File: src/rtl/hack_seq_ctrl.sv
// Fetch/execute sequencer for the Hack CPU: owns PC and IR, runs the ROM and
// data-memory handshakes, drives A/D load strobes and resolves jumps.
module hack_seq_ctrl (
   input  logic        clk,
   input  logic        reset,
   input  logic [15:0] instr,
   input  logic        instr_valid,
   output logic [14:0] rom_addr,
   output logic        fetch_req,
   output logic [15:0] ir,
   input  logic        zr,
   input  logic        ng,
   input  logic [15:0] a_reg,
   output logic        a_load,
   output logic        a_sel,
   output logic        d_load,
   output logic        m_write,
   input  logic        m_ack,
   output logic [14:0] pc,
   output logic        halted
);

   typedef enum logic [2:0] {
      S_IDLE   = 3'd0,
      S_FETCH  = 3'd1,
      S_EXEC   = 3'd2,
      S_UPDATE = 3'd3,
      S_HALT   = 3'd4
   } state_t;

   state_t      r_state;
   logic [14:0] r_pc;
   logic [14:0] r_target;
   logic [15:0] r_ir;
   logic        r_halted;
   logic        r_take_jump;

   logic        w_exec;
   logic        w_is_c;
   logic        w_commit;
   logic        w_unused;

   function automatic logic jump_cond(input logic [2:0] j, input logic z, input logic n);
      logic res;
      case (j)
         3'd0:    res = 1'b0;
         3'd1:    res = !z && !n;
         3'd2:    res = z;
         3'd3:    res = z || !n;
         3'd4:    res = n;
         3'd5:    res = !z;
         3'd6:    res = z || n;
         default: res = 1'b1;
      endcase
      return res;
   endfunction

   // Strobes are gated by reset so nothing fires while reset is held mid-handshake.
   assign w_exec   = (r_state == S_EXEC) && !reset;
   assign w_is_c   = r_ir[15];
   assign w_commit = w_exec && (!r_ir[3] || m_ack);
   assign w_unused = a_reg[15];

   assign rom_addr  = r_pc;
   assign pc        = r_pc;
   assign ir        = r_ir;
   assign halted    = r_halted;
   assign fetch_req = (r_state == S_FETCH) && !reset;
   assign a_load    = w_exec && (w_is_c ? (w_commit && r_ir[5]) : 1'b1);
   assign a_sel     = w_exec && w_is_c && w_commit;
   assign d_load    = w_exec && w_is_c && w_commit && r_ir[4];
   assign m_write   = w_exec && w_is_c && r_ir[3];

   always_ff @(posedge clk) begin
      if (reset) begin
         r_state     <= S_IDLE;
         r_pc        <= '0;
         r_ir        <= '0;
         r_halted    <= 1'b0;
         r_take_jump <= 1'b0;
      end else begin
         case (r_state)
            S_IDLE: r_state <= S_FETCH;
            S_FETCH: begin
               if (instr_valid) begin
                  r_ir    <= instr;
                  r_state <= S_EXEC;
               end
            end
            S_EXEC: begin
               if (!w_is_c) begin
                  r_take_jump <= 1'b0;
                  r_state     <= S_UPDATE;
               end else if (w_commit) begin
                  // Target is the A value before this edge's load takes effect.
                  r_take_jump <= jump_cond(r_ir[2:0], zr, ng);
                  r_target    <= a_reg[14:0];
                  r_state     <= S_UPDATE;
               end
            end
            S_UPDATE: begin
               if (r_take_jump) begin
                  r_pc <= r_target;
               end else begin
                  r_pc <= r_pc + 15'd1;
               end
               if (r_take_jump && (r_target == r_pc)) begin
                  r_halted <= 1'b1;
                  r_state  <= S_HALT;
               end else begin
                  r_state <= S_FETCH;
               end
            end
            S_HALT: r_state <= S_HALT;
            default: r_state <= S_IDLE;
         endcase
      end
   end

endmodule
File: config.mk
export PLATFORM = sky130hd
export DESIGN_NAME = hack_seq_ctrl
export DESIGN_NICKNAME = d
export VERILOG_FILES = /design/src/rtl/hack_seq_ctrl.sv
export SDC_FILE = /design/constraint.sdc
export NUM_CORES = 1
export LEC_CHECK = 0
export CAP_MARGIN = 20
export CORE_ASPECT_RATIO = 1.1
export CORE_MARGIN = 8
export CORE_UTILIZATION = 25
export DETAILED_ROUTE_END_ITERATION = 8
export GPL_TIMING_DRIVEN = 0
export PLACE_DENSITY = 0.46
export SKIP_LAST_GASP = 1
export SYNTH_ARGS = -nofsm -noshare
export SYNTH_HDL_FRONTEND = slang
export SYNTH_SLANG_ARGS = --single-unit
File: constraint.sdc
create_clock -name clk -period 8.4 [get_ports clk]
set_clock_uncertainty 0.2 [all_clocks]
set_input_delay 1.68 -clock clk [delete_from_list [all_inputs] [get_ports clk]]
set_output_delay 1.68 -clock clk [all_outputs]
set_load 0.1 [all_outputs]
==> results.md <==
* Outcome: complete, no violations
* Clock-pin slew on the worst setup and hold paths at 0.07 ns
* # fillers at 1,079
* Synth area leaders: dfxtp_1 (27%), edfxtp_1 (17%), nand2_1 (7.0%)
* Hold Crit Start: ir[10]
* Largest net degree at the start of global routing at 16
* Diode count at 0
* Non-Filler Instances at 536
* Worst Setup Path Type: input pin to output pin
* Core Footprint at 0.0103 mm²
* CP arrival at 4.09 ns
* Slew Limit Fails at 0
* R2r startpoint: pc[0]
* # rows at 39
* CTS root buf: clkbuf_16
* Yosys Warn Count at 0
* Final Critical Period at 5.97 ns
* Clock Path Buffers at 2
* Syn Area/Cell at 8.83 µm²
* Setup tns final at 0 ns
* Die X at 114 µm
* Netlist cell types at 50
* Max cap viols at 0
* Mapped Area at 0.00262 mm²
* Final worst setup slack at 2.43 ns
* Leading area contributor after synthesis: dfxtp_1
* EDFF count, synth at 15
* Initial antenna violation count at 0
* Total die area at 0.0140 mm²
* Final setup viols at 0
* Post-CTS Hold Fix Bufs at 0
* Worst setup EP type: output pin
* Placer Congestion at 0.808
* Multi-input logic area at 0.00118 mm²
* Crit-path max FO at 10
* RSZ-0062 raised after global routing: false
* H-tree Lvls at 2
* CP startpoint kind: input pin
* DP Cell Count at 528
* Worst r2r path cells at 5
* Total track usage at 12.1%
* Cts repair resizes at 0
* Post-DP HPWL at 6.35 mm
* Fmax at 167 MHz
* Routed Wire Length at 8.51 mm
* First-pass GRT wire length at 13.4 mm
* 1st-iter DRT viols at 117
* DR DRC count at 0
* Area share of the leading cell type in the synthesized netlist at 27.5%
* WHS Path Cells at 2
* Share of layout cells above drive strength 1 at 9.92%
* # nets final at 431
* Worst Hold Class: flip-flop to flip-flop
* Starting density of the core at 25.5%
* Drt pass-1 iters at 4
* IO Count at 90
* Layout area overhead at 46.7%
* Asr flop ratio synth at 0%
* Die height at 123 µm
* Worst slew pin tran at 0.998 ns
* Final-report hold violation count at 0
* Worst EP required at 6.52 ns
* Syn Inst Count at 297
* Tcrit/Tclk final at 71.1%
* FF/Latch Area at 0.00117 mm²
* Final core utilization at 37.3%
* Clk sinks at 51
* Grt total ovfl at 0
* Most common cell in the netlist: nand2_1
* Clk Latency, worst-skew pair at 0.29 ns
* I/O Buffers at 87
* VDD IR max at 88.9 µV
* Yosys reg bits at 51
* Leakage at 1.31 nW
* TritonCTS clock tree: yes
* Vias after detailed routing at 2,483
* R2r setup slk at 5.90 ns
* Synth cell count leaders: nand2_1 (49), dfxtp_1 (36), a21oi_1 (25)
* Primary FF master, synth: dfxtp_1
* Dpl ws at 2.36 ns
* DR WL/cell at 15.9 µm
* Synthesized net count at 336
* Post-synthesis sequential area ratio at 44.7%
* Power density over the cells at 167 mW/mm²
* DRT antenna net count at 0
* Via-to-Cell Ratio at 4.63
* Vias in the first global route at 2,584
* Relative slew slack at 33.2%
* Worst Setup SP: reset
* Post-CTS setup buffers at 0
* Num CTS Buffers at 5
-- cell usage in the layout, fill, tap and decap left out, drive strengths merged, types with 2 or more instances in the layout --
cell and instances:
nor4 6, o31ai 3, edfxtp 15, and3 4
nand2 49, o22ai 2, inv 5, clkdlybuf4s50 88
nand2b 5, a31oi 10, o21ai 7, and2 2
nor4b 2, a211oi 5, a221oi 2, a21oi 25
xor2 15, nand3b 2, nor2 11, nand4 4
or4 3, nor2b 4, clkbuf 24, nor3 11
mux2i 2, nor3b 4, dfxtp 36, buf 21
nand3 11, a21o 2
-- through the flow --
stage	hold WS, ns	cell area (µm²)	total power [mW]
floorplan	0.353	2620	0.383
detailed placement	0.249	3690	0.431
global placement	0.242	3670	0.430
global route	0.279	3840	0.668
finish	0.256	3840	0.642
CTS	0.259	3840	0.652
-- final timing paths --
| path | endpoint |
|---|---|
| hold reg to reg | ir[10] |
| hold / removal | ir[10] |
| setup reg to reg | pc[14] |
| setup / recovery | fetch_req |
-- final cells by class --
type / count / share of cell area (%)
Buffer: 38 / 6.54
Clock buffer: 8 / 4.10
Inverter: 5 / 0.488
Multi-Input combinational cell: 203 / 30.8
Sequential cell: 51 / 30.5
Tap cell: 143 / 4.65
Timing Repair Buffer: 88 / 22.9
-- metal layers --
layer	track usage (%)	share of wire [%]	up-vias
li1	-	-	1227
met1	14.5	43	1161
met2	19.8	47	83
met3	4.30	8.2	12
met4	4.08	1.7	0
met5	0	0	-
-- worst max-delay path, cell delays in order --
cell and delay, ns:
clkdlybuf4s50_1 0.52, clkbuf_1 0.32, nor4b_1 0.37, clkdlybuf4s50_1 1.20
-- sequential cells by signal, summed over array words and instances, names as in the netlist --
| name | count |
|---|---|
| ir | 16 |
| r_state | 3 |
| pc | 15 |
| r_take_jump | 1 |
| halted | 1 |
| r_target | 15 |
-- cell families after synthesis --
| logic type | after synthesis | share of synthesized area, % |
|---|---|---|
| xor gates and xnor gates | 15 | 5.01 |
| adders and majority gates | 1 | 0.477 |
| DFF | 51 | 44.7 |
| and+or+nand+nor | 122 | 23.7 |
| AOI/OAI and AO/OA | 63 | 15.0 |
| muxes | 2 | 0.764 |
| buffers and inverters | 43 | 10.3 |
-- power breakdown --
part / switching [mW] / total [mW] / internal (mW)
Sequential: 0.00804 / 0.269 / 0.261
Clock: 0.0886 / 0.218 / 0.129
Combinational: 0.107 / 0.156 / 0.0488
(Power assumes the default switching activity.)
